==> src/rtl/execute_muldiv_if.sv <==
// execute_muldiv_if: issue/result bundle between the execute stage and the
// iterative RV32M multiply/divide unit.
//   start   - ID/EX holds an M-type instruction
//   op      - funct3 (0 MUL .. 7 REMU)
//   op_a    - forwarded rs1 value
//   op_b    - forwarded rs2 value
//   rd_tag  - destination register of the issued instruction
//   flush   - branch-taken kill of the ID/EX instruction
//   stall   - freeze request to the hazard unit (combinational)
//   busy    - unit is iterating
//   done    - result/rd_done valid this cycle
//   result  - registered result
//   rd_done - destination tag belonging to result
interface execute_muldiv_if #(
  parameter int DATA_WIDTH = 32,
  parameter int REG_WIDTH  = 5
);
  logic                  start;
  logic [2:0]            op;
  logic [DATA_WIDTH-1:0] op_a;
  logic [DATA_WIDTH-1:0] op_b;
  logic [REG_WIDTH-1:0]  rd_tag;
  logic                  flush;
  logic                  stall;
  logic                  busy;
  logic                  done;
  logic [DATA_WIDTH-1:0] result;
  logic [REG_WIDTH-1:0]  rd_done;

  modport master (
    output start, op, op_a, op_b, rd_tag, flush,
    input  stall, busy, done, result, rd_done
  );

  modport slave (
    input  start, op, op_a, op_b, rd_tag, flush,
    output stall, busy, done, result, rd_done
  );
endinterface

==> src/rtl/execute_muldiv.sv <==
// execute_muldiv: iterative RV32M multiply/divide unit for the execute stage.
// Operands are converted to magnitudes at issue; UNROLL bits are retired per
// cycle (shift-add multiply / restoring divide on one 2*DATA_WIDTH register),
// and the sign correction is folded into the final iteration cycle. Divide by
// zero and signed overflow bypass iteration and complete the next cycle.
// Ports:
//   clk  - clock, rising edge
//   rst  - asynchronous active-high reset
//   bus  - execute_muldiv_if slave: start/op/op_a/op_b/rd_tag/flush in,
//          stall/busy/done/result/rd_done out
module execute_muldiv #(
  parameter int DATA_WIDTH = 32,
  parameter int REG_WIDTH  = 5,
  parameter int UNROLL     = 1
) (
  input  logic                clk,
  input  logic                rst,
  execute_muldiv_if.slave     bus
);

  localparam int W  = DATA_WIDTH;
  localparam int N  = DATA_WIDTH / UNROLL;
  localparam int CW = (N > 1) ? $clog2(N) : 1;

  typedef enum logic [1:0] {IDLE, BUSY, DONE} state_t;

  state_t state, state_next;

  logic [2:0]           op_q;
  logic                 neg_q;      // negate the final product / quotient / remainder
  logic [W-1:0]         opnd_q;     // multiplicand (mul) or divisor (div) magnitude
  logic [2*W-1:0]       acc_q;      // mul: {hi, multiplier/lo}; div: {rem, quotient}
  logic [CW-1:0]        cnt_q;
  logic [REG_WIDTH-1:0] tag_q;
  logic                 busy_q;
  logic                 done_q;
  logic [W-1:0]         result_q;
  logic [REG_WIDTH-1:0] rd_done_q;

  // Issue decode
  logic         is_div, sgn_a, sgn_b, a_neg, b_neg;
  logic         div_zero, div_ovf, special, issue;
  logic [W-1:0] mag_a, mag_b, special_res;

  always_comb begin
    is_div   = bus.op[2];
    sgn_a    = is_div ? ~bus.op[0] : (bus.op[1:0] != 2'b11);
    sgn_b    = is_div ? ~bus.op[0] : ~bus.op[1];
    a_neg    = sgn_a & bus.op_a[W-1];
    b_neg    = sgn_b & bus.op_b[W-1];
    mag_a    = a_neg ? W'(-bus.op_a) : bus.op_a;
    mag_b    = b_neg ? W'(-bus.op_b) : bus.op_b;
    div_zero = is_div & (bus.op_b == '0);
    div_ovf  = is_div & ~bus.op[0] & (bus.op_a == {1'b1, {(W-1){1'b0}}}) & (bus.op_b == '1);
    special  = div_zero | div_ovf;
    if (div_zero)
      special_res = bus.op[1] ? bus.op_a : '1;
    else
      special_res = bus.op[1] ? '0 : bus.op_a;
    issue    = (state == IDLE) & bus.start & ~bus.flush;
  end

  // One BUSY cycle of iteration plus the sign-corrected result it would yield
  logic [2*W-1:0] acc_it, prod_fix;
  logic [W:0]     sum, rem_sh, diff;
  logic [W-1:0]   quo_fix, rem_fix, final_res;

  always_comb begin
    acc_it = acc_q;
    sum    = '0;
    rem_sh = '0;
    diff   = '0;
    for (int unsigned i = 0; i < UNROLL; i++) begin
      if (!op_q[2]) begin
        // add multiplicand into the high half when the multiplier LSB is set, then shift right
        sum    = {1'b0, acc_it[2*W-1:W]} + (acc_it[0] ? {1'b0, opnd_q} : '0);
        acc_it = {sum, acc_it[W-1:1]};
      end else begin
        // shift next dividend bit into the remainder; keep the difference if no borrow
        rem_sh = {acc_it[2*W-1:W], acc_it[W-1]};
        diff   = rem_sh - {1'b0, opnd_q};
        if (!diff[W])
          acc_it = {diff[W-1:0], acc_it[W-2:0], 1'b1};
        else
          acc_it = {rem_sh[W-1:0], acc_it[W-2:0], 1'b0};
      end
    end
    prod_fix = neg_q ? -acc_it : acc_it;
    quo_fix  = neg_q ? -acc_it[W-1:0] : acc_it[W-1:0];
    rem_fix  = neg_q ? -acc_it[2*W-1:W] : acc_it[2*W-1:W];
    if (op_q == 3'd0)
      final_res = prod_fix[W-1:0];
    else if (!op_q[2])
      final_res = prod_fix[2*W-1:W];
    else if (op_q[1])
      final_res = rem_fix;
    else
      final_res = quo_fix;
  end

  // State register
  always_ff @(posedge clk or posedge rst) begin
    if (rst) state <= IDLE;
    else     state <= state_next;
  end

  // Next-state logic
  always_comb begin
    state_next = state;
    case (state)
      IDLE: if (issue) state_next = special ? DONE : BUSY;
      BUSY: begin
        if (bus.flush)                  state_next = IDLE;
        else if (cnt_q == CW'(N - 1))   state_next = DONE;
      end
      DONE:    state_next = IDLE;
      default: state_next = IDLE;
    endcase
  end

  // Outputs
  always_comb begin
    bus.stall   = ((state == IDLE) & bus.start & ~bus.flush) | (state == BUSY);
    bus.busy    = busy_q;
    bus.done    = done_q;
    bus.result  = result_q;
    bus.rd_done = rd_done_q;
  end

  // Datapath
  always_ff @(posedge clk or posedge rst) begin
    if (rst) begin
      op_q      <= '0;
      neg_q     <= 1'b0;
      opnd_q    <= '0;
      acc_q     <= '0;
      cnt_q     <= '0;
      tag_q     <= '0;
      busy_q    <= 1'b0;
      done_q    <= 1'b0;
      result_q  <= '0;
      rd_done_q <= '0;
    end else begin
      busy_q <= (state_next == BUSY);
      done_q <= (state_next == DONE);
      case (state)
        IDLE: if (issue) begin
          op_q   <= bus.op;
          tag_q  <= bus.rd_tag;
          cnt_q  <= '0;
          neg_q  <= (is_div & bus.op[1]) ? a_neg : (a_neg ^ b_neg);
          opnd_q <= is_div ? mag_b : mag_a;
          acc_q  <= {{W{1'b0}}, (is_div ? mag_a : mag_b)};
          if (special) begin
            result_q  <= special_res;
            rd_done_q <= bus.rd_tag;
          end
        end
        BUSY: if (!bus.flush) begin
          acc_q <= acc_it;
          cnt_q <= cnt_q + CW'(1);
          if (cnt_q == CW'(N - 1)) begin
            result_q  <= final_res;
            rd_done_q <= tag_q;
          end
        end
        default: ;
      endcase
    end
  end

endmodule
==> src/flat_wrapper.sv <==
// flat-port wrapper written by rule: the top's interface ports become plain ports
module execute_muldiv_flat 
#(
  parameter int DATA_WIDTH = 32,
  parameter int REG_WIDTH  = 5,
  parameter int UNROLL     = 1
)
  (clk, rst, bus_start, bus_op, bus_op_a, bus_op_b, bus_rd_tag, bus_flush, bus_stall, bus_busy, bus_done, bus_result, bus_rd_done);
  execute_muldiv_if #(.DATA_WIDTH(DATA_WIDTH), .REG_WIDTH(REG_WIDTH)) bus_i ();
  input  logic clk;
  input  logic rst;
  input wire logic [$bits(bus_i.start)-1:0] bus_start;
  input wire logic [$bits(bus_i.op)-1:0] bus_op;
  input wire logic [$bits(bus_i.op_a)-1:0] bus_op_a;
  input wire logic [$bits(bus_i.op_b)-1:0] bus_op_b;
  input wire logic [$bits(bus_i.rd_tag)-1:0] bus_rd_tag;
  input wire logic [$bits(bus_i.flush)-1:0] bus_flush;
  output wire logic [$bits(bus_i.stall)-1:0] bus_stall;
  output wire logic [$bits(bus_i.busy)-1:0] bus_busy;
  output wire logic [$bits(bus_i.done)-1:0] bus_done;
  output wire logic [$bits(bus_i.result)-1:0] bus_result;
  output wire logic [$bits(bus_i.rd_done)-1:0] bus_rd_done;
  assign bus_i.start = bus_start;
  assign bus_i.op = bus_op;
  assign bus_i.op_a = bus_op_a;
  assign bus_i.op_b = bus_op_b;
  assign bus_i.rd_tag = bus_rd_tag;
  assign bus_i.flush = bus_flush;
  assign bus_stall = bus_i.stall;
  assign bus_busy = bus_i.busy;
  assign bus_done = bus_i.done;
  assign bus_result = bus_i.result;
  assign bus_rd_done = bus_i.rd_done;
  execute_muldiv #(.DATA_WIDTH(DATA_WIDTH), .REG_WIDTH(REG_WIDTH), .UNROLL(UNROLL)) u_core (.clk(clk), .rst(rst), .bus(bus_i));
endmodule
==> config.mk <==
export PLATFORM = sky130hd
export DESIGN_NAME = execute_muldiv_flat
export DESIGN_NICKNAME = d
export VERILOG_FILES = /design/src/rtl/execute_muldiv_if.sv /design/src/rtl/execute_muldiv.sv /design/src/flat_wrapper.sv
export SDC_FILE = /design/constraint.sdc
export NUM_CORES = 1
export LEC_CHECK = 0
export CORE_AREA = 2 2 240 242
export CTS_BUF_LIST = sky130_fd_sc_hd__clkbuf_4 sky130_fd_sc_hd__clkbuf_8
export DETAILED_ROUTE_END_ITERATION = 8
export DIE_AREA = 0 0 242 244
export GPL_TIMING_DRIVEN = 0
export PLACE_DENSITY = 0.57
export SETUP_SLACK_MARGIN = 0.1
export SLEW_MARGIN = 25
export SYNTH_ARGS = -nofsm -noshare
export SYNTH_HDL_FRONTEND = slang
export SYNTH_SLANG_ARGS = --single-unit
export TNS_END_PERCENT = 50
==> constraint.sdc <==
create_clock -name clk -period 7 [get_ports clk]
set_input_delay 2.1 -clock clk [delete_from_list [all_inputs] [get_ports clk]]
set_output_delay 2.1 -clock clk [all_outputs]
set_load 0.02 [all_outputs]
# Yosys cells after proc, flatten, opt, wreduce, memory -nomap -nowiden
# Cells that the tools add are included.
[totals] input_bits=76 elab_cells=92 regBits=151
[classes] mux=40 n_reduce_logical=7 addsub=8 bitwise=15 eq_ne=11
[ops] op="$mux 32" n=17
[ops] op="$mux 64" n=5
[ops] op="$neg 32->32" n=4
[ops] op="$pmux 64 s2" n=1
[ops] op="$eq 32x32->1 const B" n=2
[ops] op="$neg 64->64" n=1
[ops] op="$pmux 32 s2" n=1
[ops] op="$add 32x33->33" n=1
[ops] op="$sub 33x32->33" n=1
[ops] op="$logic_not 32->1" n=1
[ops] op="$mux 5" n=6
[ops] op="$pmux 5 s2" n=2
[ops] op="$and 1x1->1" n=9
[ops] op="$mux 2" n=4
[ops] op="$ne 2x1->1 const B" n=3
[ops] op="$add 5x1->5 const B" n=1
[ops] op="$eq 5x5->1 const B" n=1
[ops] op="$reduce_and 5->1" n=1
[ops] op="$eq 2x1->1 const B" n=2
[ops] op="$ne 2x2->1 const B" n=2
[ops] op="$pmux 2 s2" n=1
[ops] op="$logic_not 3->1" n=1
[ops] op="$mux 1" n=3
[ops] op="$not 1->1" n=3
[ops] op="7 further kinds" n=8

# Longest topological paths before layout
# Gate-level depths: netlist of the first run.
[logic_depth] depth_word=11 depth_mapped=25 ltp_nobuf=22

# Least setup slack after synthesis of the first run
# OpenSTA, ideal clock, no wires.
[synth_path] kind="input -> output" startpoint="in bus_flush" endpoint="out bus_stall" t_arrival_ns=3.203 n_path_buf=2 path_stages=4 path_slack_ns=1.697 required_ns=4.900 path_cell_list="or4b_2 > clkbuf_1 > clkbuf_1 > nand2_1"
[synth_between] elab_chain_cells=3
[synth_rtl] element="start, declared" line="flat_wrapper.sv:17" source="input wire logic [$bits(bus_i.flush)-1:0] bus_flush;"
[synth_rtl] element="$not 1->1" line="execute_muldiv.sv:123" source="bus.stall = ((state == IDLE) & bus.start & ~bus.flush) | (state == BUSY);"
[synth_rtl] element="$and 1x1->1" line="execute_muldiv.sv:123"
[synth_rtl] element="$or 1x1->1" line="execute_muldiv.sv:123"
[synth_rtl] element="end, declared" line="flat_wrapper.sv:18" source="output wire logic [$bits(bus_i.stall)-1:0] bus_stall;"
# No other way between the ends.

# Worst setup path after layout of the first run
[layout_path] startpoint="in bus_op_a[0]" endpoint="reg u_core.result_q[13], in the netlist u_core.bus.result[13]"
[layout_between] elab_chain_cells=6
[layout_rtl] element="start, declared" line="flat_wrapper.sv:14" source="input wire logic [$bits(bus_i.op_a)-1:0] bus_op_a;"
[layout_rtl] element="$eq 32x32->1" line="execute_muldiv.sv:54" source="div_ovf = is_div & ~bus.op[0] & (bus.op_a == {1'b1, {(W-1){1'b0}}}) & (bus.op_b == '1);"
[layout_rtl] element="$and 1x1->1 (2 in a row)" line="execute_muldiv.sv:54"
[layout_rtl] element="$or 1x1->1" line="execute_muldiv.sv:55" source="special = div_zero | div_ovf;"
[layout_rtl] element="$ne 2x1->1 (no line)"
[layout_rtl] element="$reduce_and 5->1 (no line)"
[layout_rtl] element="end signal, assigned" line="execute_muldiv.sv:155" source="result_q <= special_res;"
[layout_rtl] element="end signal, assigned" line="execute_muldiv.sv:163" source="result_q <= final_res;"
[layout_rtl] element="end, declared" line="execute_muldiv.sv:37" source="logic [W-1:0] result_q;"
# No other way between the ends.
# A chain may end at the register's enable or synchronous reset.

==> flow_summary.ini, run 1 <==
[cts]
cts-root-to-sink-buffers = 2
h-tree-depth = 4
cts_buffers = 17
tritoncts = yes
cts_hold_repair.buffers = 0
cts.sink_count = 151
clock_transition_at_the_registers_of_the_reported_paths_ns = 0.11
worstSkewPairLatency_ns = 0.57
cts_root_buffer = sky130_fd_sc_hd__clkbuf_8

[die]
initial_utilization_pct = 29.8
ios = 116
num_rows = 87
dieArea_sq_mm = 0.0590
placeableCoreArea_sq_mm = 0.0562
floorplan.die.height_um = 244
dieWidth_um = 242

[synthesis]
yosys_register_bits = 151
syn-mean-instance-area_sq_um = 7.30
synthFlopType = sky130_fd_sc_hd__dfrtp_1
synth_cells = 2293
yosys_warnings = 0
synth_seq_area_share_pct = 22.6
post_synth_instance_area_sq_mm = 0.0167
synth_async_sr_flop_share_pct = 100
synth_edf_count = 0
post_synthesis_net_count = 2442
synth.lib_cells_used.distinct = 99

[setup_path]
regToRegStartpoint = u_core.opnd_q[0]
cp_cell_sequence = clkdlybuf4s50_1 -> inv_1 -> ha_1 -> nand2_1 -> or3_1 -> nor4_2 -> and3b_1 -> nand2_1 -> o22ai_1 -> a21oi_1 -> clkbuf_1 -> clkbuf_1 -> a221oi_1 -> o41ai_1
cpPeakStageDelay_ns = 0.68
timing.critical_path.buf_inv = 4
reg2reg_setup_slack_ns = 0.29
worst_ep_required_time_ns = 7.42
crit_path_end_kind = flop
critPathLaunchType = input port
worst_r2r_endpoint = u_core.bus.result[16]
reg2reg_depth = 22
crit_family = compound AO/OA/AOI/OAI gates
timing.critical_path.to = u_core.bus.result[13]
crit_path_start = bus_op_a[0]
crit_type = input port to flop
worst_path_max_delay_cell = sky130_fd_sc_hd__nor4_2
worstSetupPathDepth = 14
timing.critical_path.fanout_max = 10
cp.arrival_ns = 7.27

[timing]
final.hold.worst_slack_ns = 0.481
min_period_ns = 6.85
timing_max_transition_violations_final = 0
max_freq_ghz = 0.146
setup_failing_eps_final = 0
clock-skew-final_ns = 0.0300
tightestPinTransition_ns = 1.09
timing.final.crit_share_pct = 97.9
unrepaired_setup_endpoints_after_global_routing = yes
timing.slew.headroom_pct = 27.3
number_of_failing_hold_endpoints_at_the_final_stage = 0

[route]
drc_errors = 0
wl_per_cell_um = 28.0
drt.antenna.violating_nets = 0
drt-vias-per-instance = 6.07
via_count = 19418
drtPass1Iterations = 9
drt-total-wl_um = 89600
dr.first_iter.drc_count = 2488

[power_and_ir_drop]
pwr_density_cell_mw_per_mm2 = 414
static-leakage-power_nw = 7.64
total_power_mw = 8.01
maximum_resistive_drop_on_vdd_mv = 0.142

[global_routing]
grt_pass1_wl_um = 129000
grt_antenna_before_repair = 4
gr-usage-all-layers_pct = 29.7
grt_overflow = 0
grt_start_max_net_pins = 78
first_global_vias = 18536

[placed_design]
dp.final_hpwl_um = 72700
buffer_ports.inserted = 113
gp_routability_congestion = 1.01

[finish]
final_nets = 2579
area.growth.synth_to_final_pct = 15.7
drive_above_1_share_pct = 5.49

[hold_path]
hp-class = flop to flop

[outcome]
run_status = finished clean

[job]
drv.max_cap_violation_count = 0
[routing by layer]
layer  vias to the layer above  wire length (um)  track usage (%)
met2                      1096             38700             45.7
met3                       221              7080             4.40
met4                         2              5410             16.1
met1                      9494             38400             40.2
met5                         -                13                0
li1                       8605                 -                -
[worst min path at each step]
stage                               start               to  slack [ns]  cells past startpoint
after floorplan           u_core.tag_q[0]  u_core.tag_q[0]        0.45                      2
after global placement    u_core.tag_q[3]  u_core.tag_q[3]        0.46                      2
after detailed placement  u_core.tag_q[0]  u_core.tag_q[0]        0.46                      2
after CTS                 u_core.tag_q[0]  u_core.tag_q[0]        0.48                      2
after global routing      u_core.tag_q[1]  u_core.tag_q[1]        0.51                      2
final                     u_core.tag_q[1]  u_core.tag_q[1]        0.48                      2
[through the flow]
stage | TNS, ns | cells | setup WS (ns) | utilization, % | cell area (sq um)
global route | 0 | 3196 | 0.0643 | 34.5 | 19400
CTS | 0 | 3195 | 0.110 | 34.4 | 19300
detailed placement | -7.12 | 3165 | -0.511 | 33.6 | 18900
global placement | -283.54 | 3162 | -1.85 | 33.5 | 18800
finish | 0 | 3197 | 0.150 | 34.5 | 19400
floorplan | 0 | 2293 | 0.835 | - | 16700
[registers in the layout, summed over array words and instances (netlist names)]
register	count
u_core.acc_q	64
u_core.bus.result	32
u_core.opnd_q	32
u_core.bus.rd_done	5
u_core.cnt_q	5
u_core.tag_q	5
u_core.op_q	3
u_core.state	2
u_core.bus.busy	1
u_core.bus.done	1
u_core.neg_q	1
[worst reg2reg max path: cells and delay by family (launching register included)]
kind	cells	cell delay, ns
fa+ha+maj	3	0.89
simple gates	4	1.40
buf+inv	3	0.77
compound gates	11	2.51
flops	1	0.55
xor+xnor	1	0.44
[report_power, final]
group	switching [mW]	internal (mW)
clock network	0.395	0.367
logic	4.05	1.83
registers	0.306	1.06
[synth_stat cells (15+ instances only)]
library cell / number / area (sq um)
sky130_fd_sc_hd__nand2_1: 301 / 1130
sky130_fd_sc_hd__nor2_1: 211 / 792
sky130_fd_sc_hd__a21oi_1: 206 / 1030
sky130_fd_sc_hd__o21ai_0: 195 / 976
sky130_fd_sc_hd__dfrtp_1: 151 / 3780
sky130_fd_sc_hd__clkbuf_1: 102 / 383
sky130_fd_sc_hd__xnor2_1: 96 / 841
sky130_fd_sc_hd__inv_1: 81 / 304
sky130_fd_sc_hd__ha_1: 71 / 888
sky130_fd_sc_hd__nor3_1: 66 / 330
sky130_fd_sc_hd__xor2_1: 64 / 561
sky130_fd_sc_hd__and2_1: 45 / 282
sky130_fd_sc_hd__mux2i_1: 45 / 450
sky130_fd_sc_hd__nand3_1: 44 / 220
sky130_fd_sc_hd__a31oi_1: 39 / 244
sky130_fd_sc_hd__o31ai_1: 35 / 263
sky130_fd_sc_hd__a211oi_1: 34 / 255
sky130_fd_sc_hd__or3_1: 33 / 206
sky130_fd_sc_hd__o211ai_1: 26 / 195
sky130_fd_sc_hd__a21o_1: 24 / 180
sky130_fd_sc_hd__a22o_1: 22 / 193
sky130_fd_sc_hd__and3_1: 22 / 138
sky130_fd_sc_hd__nand4_1: 21 / 131
sky130_fd_sc_hd__buf_2: 18 / 90.1
sky130_fd_sc_hd__maj3_1: 16 / 160
sky130_fd_sc_hd__nor2b_1: 16 / 100
sky130_fd_sc_hd__o21ai_1: 15 / 75.1
[final cells by class]
| cell class | instances | area (sq um) |
|---|---|---|
| Multi-Input combinational cell | 1919 | 12100 |
| Clock buffer | 21 | 270 |
| Tap cell | 756 | 946 |
| Fill cell | 6089 | 36800 |
| Timing Repair Buffer | 118 | 1190 |
| Antenna cell | 1 | 2.50 |
| Sequential cell | 151 | 3780 |
| Inverter | 86 | 330 |
| Buffer | 137 | 564 |
| Clock inverter | 8 | 126 |
[logic make-up after synthesis]
logic type,synth area share (%)
AO/OA/AOI/OAI,29.2
XOR/XNOR,8.37
adder cells (fa/ha/maj),6.51
buffers and inverters,5.29
flip-flops,22.6
multiplexers,3.97
AND/OR/NAND/NOR,24.0
[repair_timing]
item / 4_1_cts / 5_1_grt
gates resized for setup: 5 / 4
setup endpoints to repair: 14 / 11
pin swaps: 1 / 2
setup buffers: 1 / 1
[placed cells by master (no fill, tap or decap), types with 16 or more instances in the layout]
cell	netlist	routed
sky130_fd_sc_hd__or3_1	33	33
sky130_fd_sc_hd__buf_2	18	19
sky130_fd_sc_hd__xor2_1	64	64
sky130_fd_sc_hd__a211oi_1	34	33
sky130_fd_sc_hd__o21ai_1	15	16
sky130_fd_sc_hd__nand4_1	21	21
sky130_fd_sc_hd__nand3_1	44	44
sky130_fd_sc_hd__a21oi_1	206	206
sky130_fd_sc_hd__ha_1	71	71
sky130_fd_sc_hd__clkbuf_8	0	18
sky130_fd_sc_hd__dfrtp_1	151	151
sky130_fd_sc_hd__a31oi_1	39	38
sky130_fd_sc_hd__o31ai_1	35	33
sky130_fd_sc_hd__mux2i_1	45	45
sky130_fd_sc_hd__a22o_1	22	22
sky130_fd_sc_hd__a21o_1	24	24
sky130_fd_sc_hd__nor3_1	66	65
sky130_fd_sc_hd__maj3_1	16	16
sky130_fd_sc_hd__o211ai_1	26	26
sky130_fd_sc_hd__and3_1	22	22
sky130_fd_sc_hd__nor2b_1	16	16
sky130_fd_sc_hd__xnor2_1	96	95
sky130_fd_sc_hd__nand2_1	301	301
sky130_fd_sc_hd__inv_1	81	80
sky130_fd_sc_hd__and2_1	45	45
sky130_fd_sc_hd__nor2_1	211	210
sky130_fd_sc_hd__clkbuf_1	102	101
sky130_fd_sc_hd__o21ai_0	195	194
sky130_fd_sc_hd__clkdlybuf4s50_1	0	113
No activity file was read; power rests on OpenSTA's default activity.
==> run 2: changes to the inputs <==
--- a/config.mk
+++ b/config.mk
@@ -12,6 +12,7 @@
 export GPL_TIMING_DRIVEN = 0
 export PLACE_DENSITY = 0.57
 export SETUP_SLACK_MARGIN = 0.1
+export SKIP_LAST_GASP = 1
 export SLEW_MARGIN = 25
 export SYNTH_ARGS = -nofsm -noshare
 export SYNTH_HDL_FRONTEND = slang
==> constraint.sdc (replaced) <==
create_clock -name clk -period 7 [get_ports clk]
set_input_delay 2.1 -clock clk [delete_from_list [all_inputs] [get_ports clk]]
set_output_delay 2.1 -clock clk [all_outputs]
set_load 0.1 [all_outputs]
==> run 2 against run 1 <==
  * Non-clock buffer count did not move
  * Worst hold slack did not move
  * Critical path depth did not move
  * Flip-flop and latch count did not move
  * Die area did not move
  * Via count did not move
  * Clock power barely moved
  * Global-route usage did not move
  * Critical endpoint unchanged
  * Worst setup slack barely moved
  * Fmax barely moved
  * First-iteration DRC count did not move
==> flow_summary.ini, run 2 (same netlist as run 1, synthesis figures left out) <==
[finish]
fillerInstances = 6088
drive_above_1_share_pct = 5.53
final_non_filler_cell_total = 3197
layout_commonest_cell = sky130_fd_sc_hd__nand2_1
final_cell_mix = 301 x sky130_fd_sc_hd__nand2_1, 210 x sky130_fd_sc_hd__nor2_1, 206 x sky130_fd_sc_hd__a21oi_1
final_nets = 2579
area.growth.synth_to_final_pct = 15.7
top_register = u_core.acc_q
largest_register_ff_count = 64
post-route-cell-area_sq_mm = 0.0194

[hold_path]
worst_hold_path.num_cells = 2
hold_end = u_core.tag_q[1]
hold_start = u_core.tag_q[1]
hp-class = flop to flop

[setup_path]
crit_family = compound AO/OA/AOI/OAI gates
timing.critical_path.fanout_max = 10
worst_r2r_endpoint = u_core.bus.result[16]
cpPeakStageDelay_ns = 0.68
cp_cell_sequence = clkdlybuf4s50_1 -> inv_1 -> ha_1 -> nand2_1 -> or3_1 -> nor4_2 -> and3b_1 -> nand2_1 -> o22ai_1 -> a21oi_1 -> clkbuf_1 -> clkbuf_1 -> a221oi_1 -> o41ai_1
critPathLaunchType = input port
worst_ep_required_time_ns = 7.42
timing.critical_path.buf_inv = 4
reg2reg_depth = 22
cp.arrival_ns = 7.27
crit_path_end_kind = flop
reg2reg_setup_slack_ns = 0.29
crit_type = input port to flop
worst_path_max_delay_cell = sky130_fd_sc_hd__nor4_2
regToRegStartpoint = u_core.opnd_q[0]

[timing]
max_freq_ghz = 0.146
min_period_ns = 6.85
number_of_failing_hold_endpoints_at_the_final_stage = 0
setup_failing_eps_final = 0
timing.final.crit_share_pct = 97.9
timing.slew.headroom_pct = 27.3
tightestPinTransition_ns = 1.09
timing_max_transition_violations_final = 0
unrepaired_setup_endpoints_after_global_routing = yes
clock-skew-final_ns = 0.0300

[route]
dr.first_iter.drc_count = 2488
drc_errors = 0
drt-vias-per-instance = 6.07
via_count = 19418
wl_per_cell_um = 28.0
drt-total-wl_um = 89600
drtPass1Iterations = 9
drt.antenna.violating_nets = 0

[power_and_ir_drop]
pwr_density_cell_mw_per_mm2 = 414
total_power_mw = 8.02
static-leakage-power_nw = 7.64
maximum_resistive_drop_on_vdd_mv = 0.142

[cts]
cts.sink_count = 151
h-tree-depth = 4
cts-root-to-sink-buffers = 2
cts_hold_repair.buffers = 0
clock_transition_at_the_registers_of_the_reported_paths_ns = 0.11
worstSkewPairLatency_ns = 0.57
cts_buffers = 17
tritoncts = yes
cts_root_buffer = sky130_fd_sc_hd__clkbuf_8

[placed_design]
placedInstanceArea_sq_mm = 0.0189
dp.final_hpwl_um = 72700
gp_routability_congestion = 1.01
place_inst = 3165
buffer_ports.inserted = 113

[die]
dieArea_sq_mm = 0.0590
floorplan.die.height_um = 244
dieWidth_um = 242
initial_utilization_pct = 29.8
num_rows = 87
placeableCoreArea_sq_mm = 0.0562
ios = 116

[global_routing]
grt_pass1_wl_um = 129000
gr-usage-all-layers_pct = 29.7
grt_antenna_before_repair = 4
grt_start_max_net_pins = 78
grt_overflow = 0
first_global_vias = 18536

[job]
drv.max_cap_violation_count = 0

[outcome]
run_status = finished clean
-- run 2: report_power, final --
group          switching [mW]  internal (mW)  total [mW]
registers               0.306           1.06        1.37
logic                    4.06           1.83        5.89
clock network           0.395          0.367       0.762
total                    4.76           3.26        8.02
-- run 2: final cells by class --
type	instances	area [sq um]	area share, %
inverter	86	330	1.71
buffer	137	564	2.91
clock inverter	8	126	0.653
multi-input combinational	1919	12100	62.8
timing repair buffer	118	1190	6.17
tap	756	946	4.89
sequential	151	3780	19.5
clock buffer	21	270	1.40
antenna	1	2.50	0.0129
-- run 2: stage by stage --
stage | hold WS, ns | utilization, % | setup WS [ns] | setup TNS (ns)
2_1_floorplan | 0.446 | - | 0.835 | 0
3_5_place_dp | 0.463 | 33.6 | -0.511 | -7.44
5_1_grt | 0.506 | 34.5 | 0.0643 | 0
4_1_cts | 0.483 | 34.4 | 0.110 | 0
6_report | 0.481 | 34.5 | 0.150 | 0
3_3_place_gp | 0.460 | 33.5 | -1.85 | -283.83
-- run 2: how the worst max path moves through the flow --
| stage | startpoint | to | slack (ns) | depth (start not counted) |
|---|---|---|---|---|
| floorplan | rst | u_core.acc_q[0] | 0.84 | 1 |
| global placement | rst | u_core.tag_q[1] | -1.85 | 2 |
| detailed placement | u_core.opnd_q[0] | u_core.bus.result[8] | -0.51 | 21 |
| CTS | bus_op_a[0] | u_core.bus.result[13] | 0.11 | 14 |
| global route | bus_op_a[0] | u_core.bus.result[26] | 0.06 | 15 |
| finish | bus_op_a[0] | u_core.bus.result[13] | 0.15 | 14 |
-- run 2: worst register-to-register path, cell delays in order (launching register included) --
cell                       delay, ns
sky130_fd_sc_hd__dfrtp_1        0.55
sky130_fd_sc_hd__ha_1           0.31
sky130_fd_sc_hd__fa_1           0.26
sky130_fd_sc_hd__nor2b_1        0.08
sky130_fd_sc_hd__o31a_1         0.27
sky130_fd_sc_hd__o211ai_2       0.25
sky130_fd_sc_hd__a211oi_4       0.09
sky130_fd_sc_hd__buf_4          0.18
sky130_fd_sc_hd__o211ai_2       0.41
sky130_fd_sc_hd__a21oi_2        0.18
sky130_fd_sc_hd__buf_6          0.19
sky130_fd_sc_hd__nor2_2         0.36
sky130_fd_sc_hd__buf_2          0.40
sky130_fd_sc_hd__a21oi_1        0.13
sky130_fd_sc_hd__o21ai_1        0.40
sky130_fd_sc_hd__ha_1           0.32
sky130_fd_sc_hd__o31ai_1        0.16
sky130_fd_sc_hd__or4_1          0.58
sky130_fd_sc_hd__a21o_1         0.24
sky130_fd_sc_hd__or3_1          0.38
sky130_fd_sc_hd__o21ai_1        0.18
sky130_fd_sc_hd__xor2_1         0.44
sky130_fd_sc_hd__a221oi_1       0.20
-- run 2: per-layer routing --
metal  GRT usage, %  wire length [um]  up-vias
met5              0                13        -
met4           16.1              5410        2
met3           4.40              7070      221
met2           45.7             38700     1094
met1           40.2             38400     9496
li1               -                 -     8605
-- run 2: repair_timing --
action	4_1_cts	5_1_grt
setup endpoints to repair	15	11
pin swaps	1	2
buffers inserted	1	1
gates resized for setup	8	4
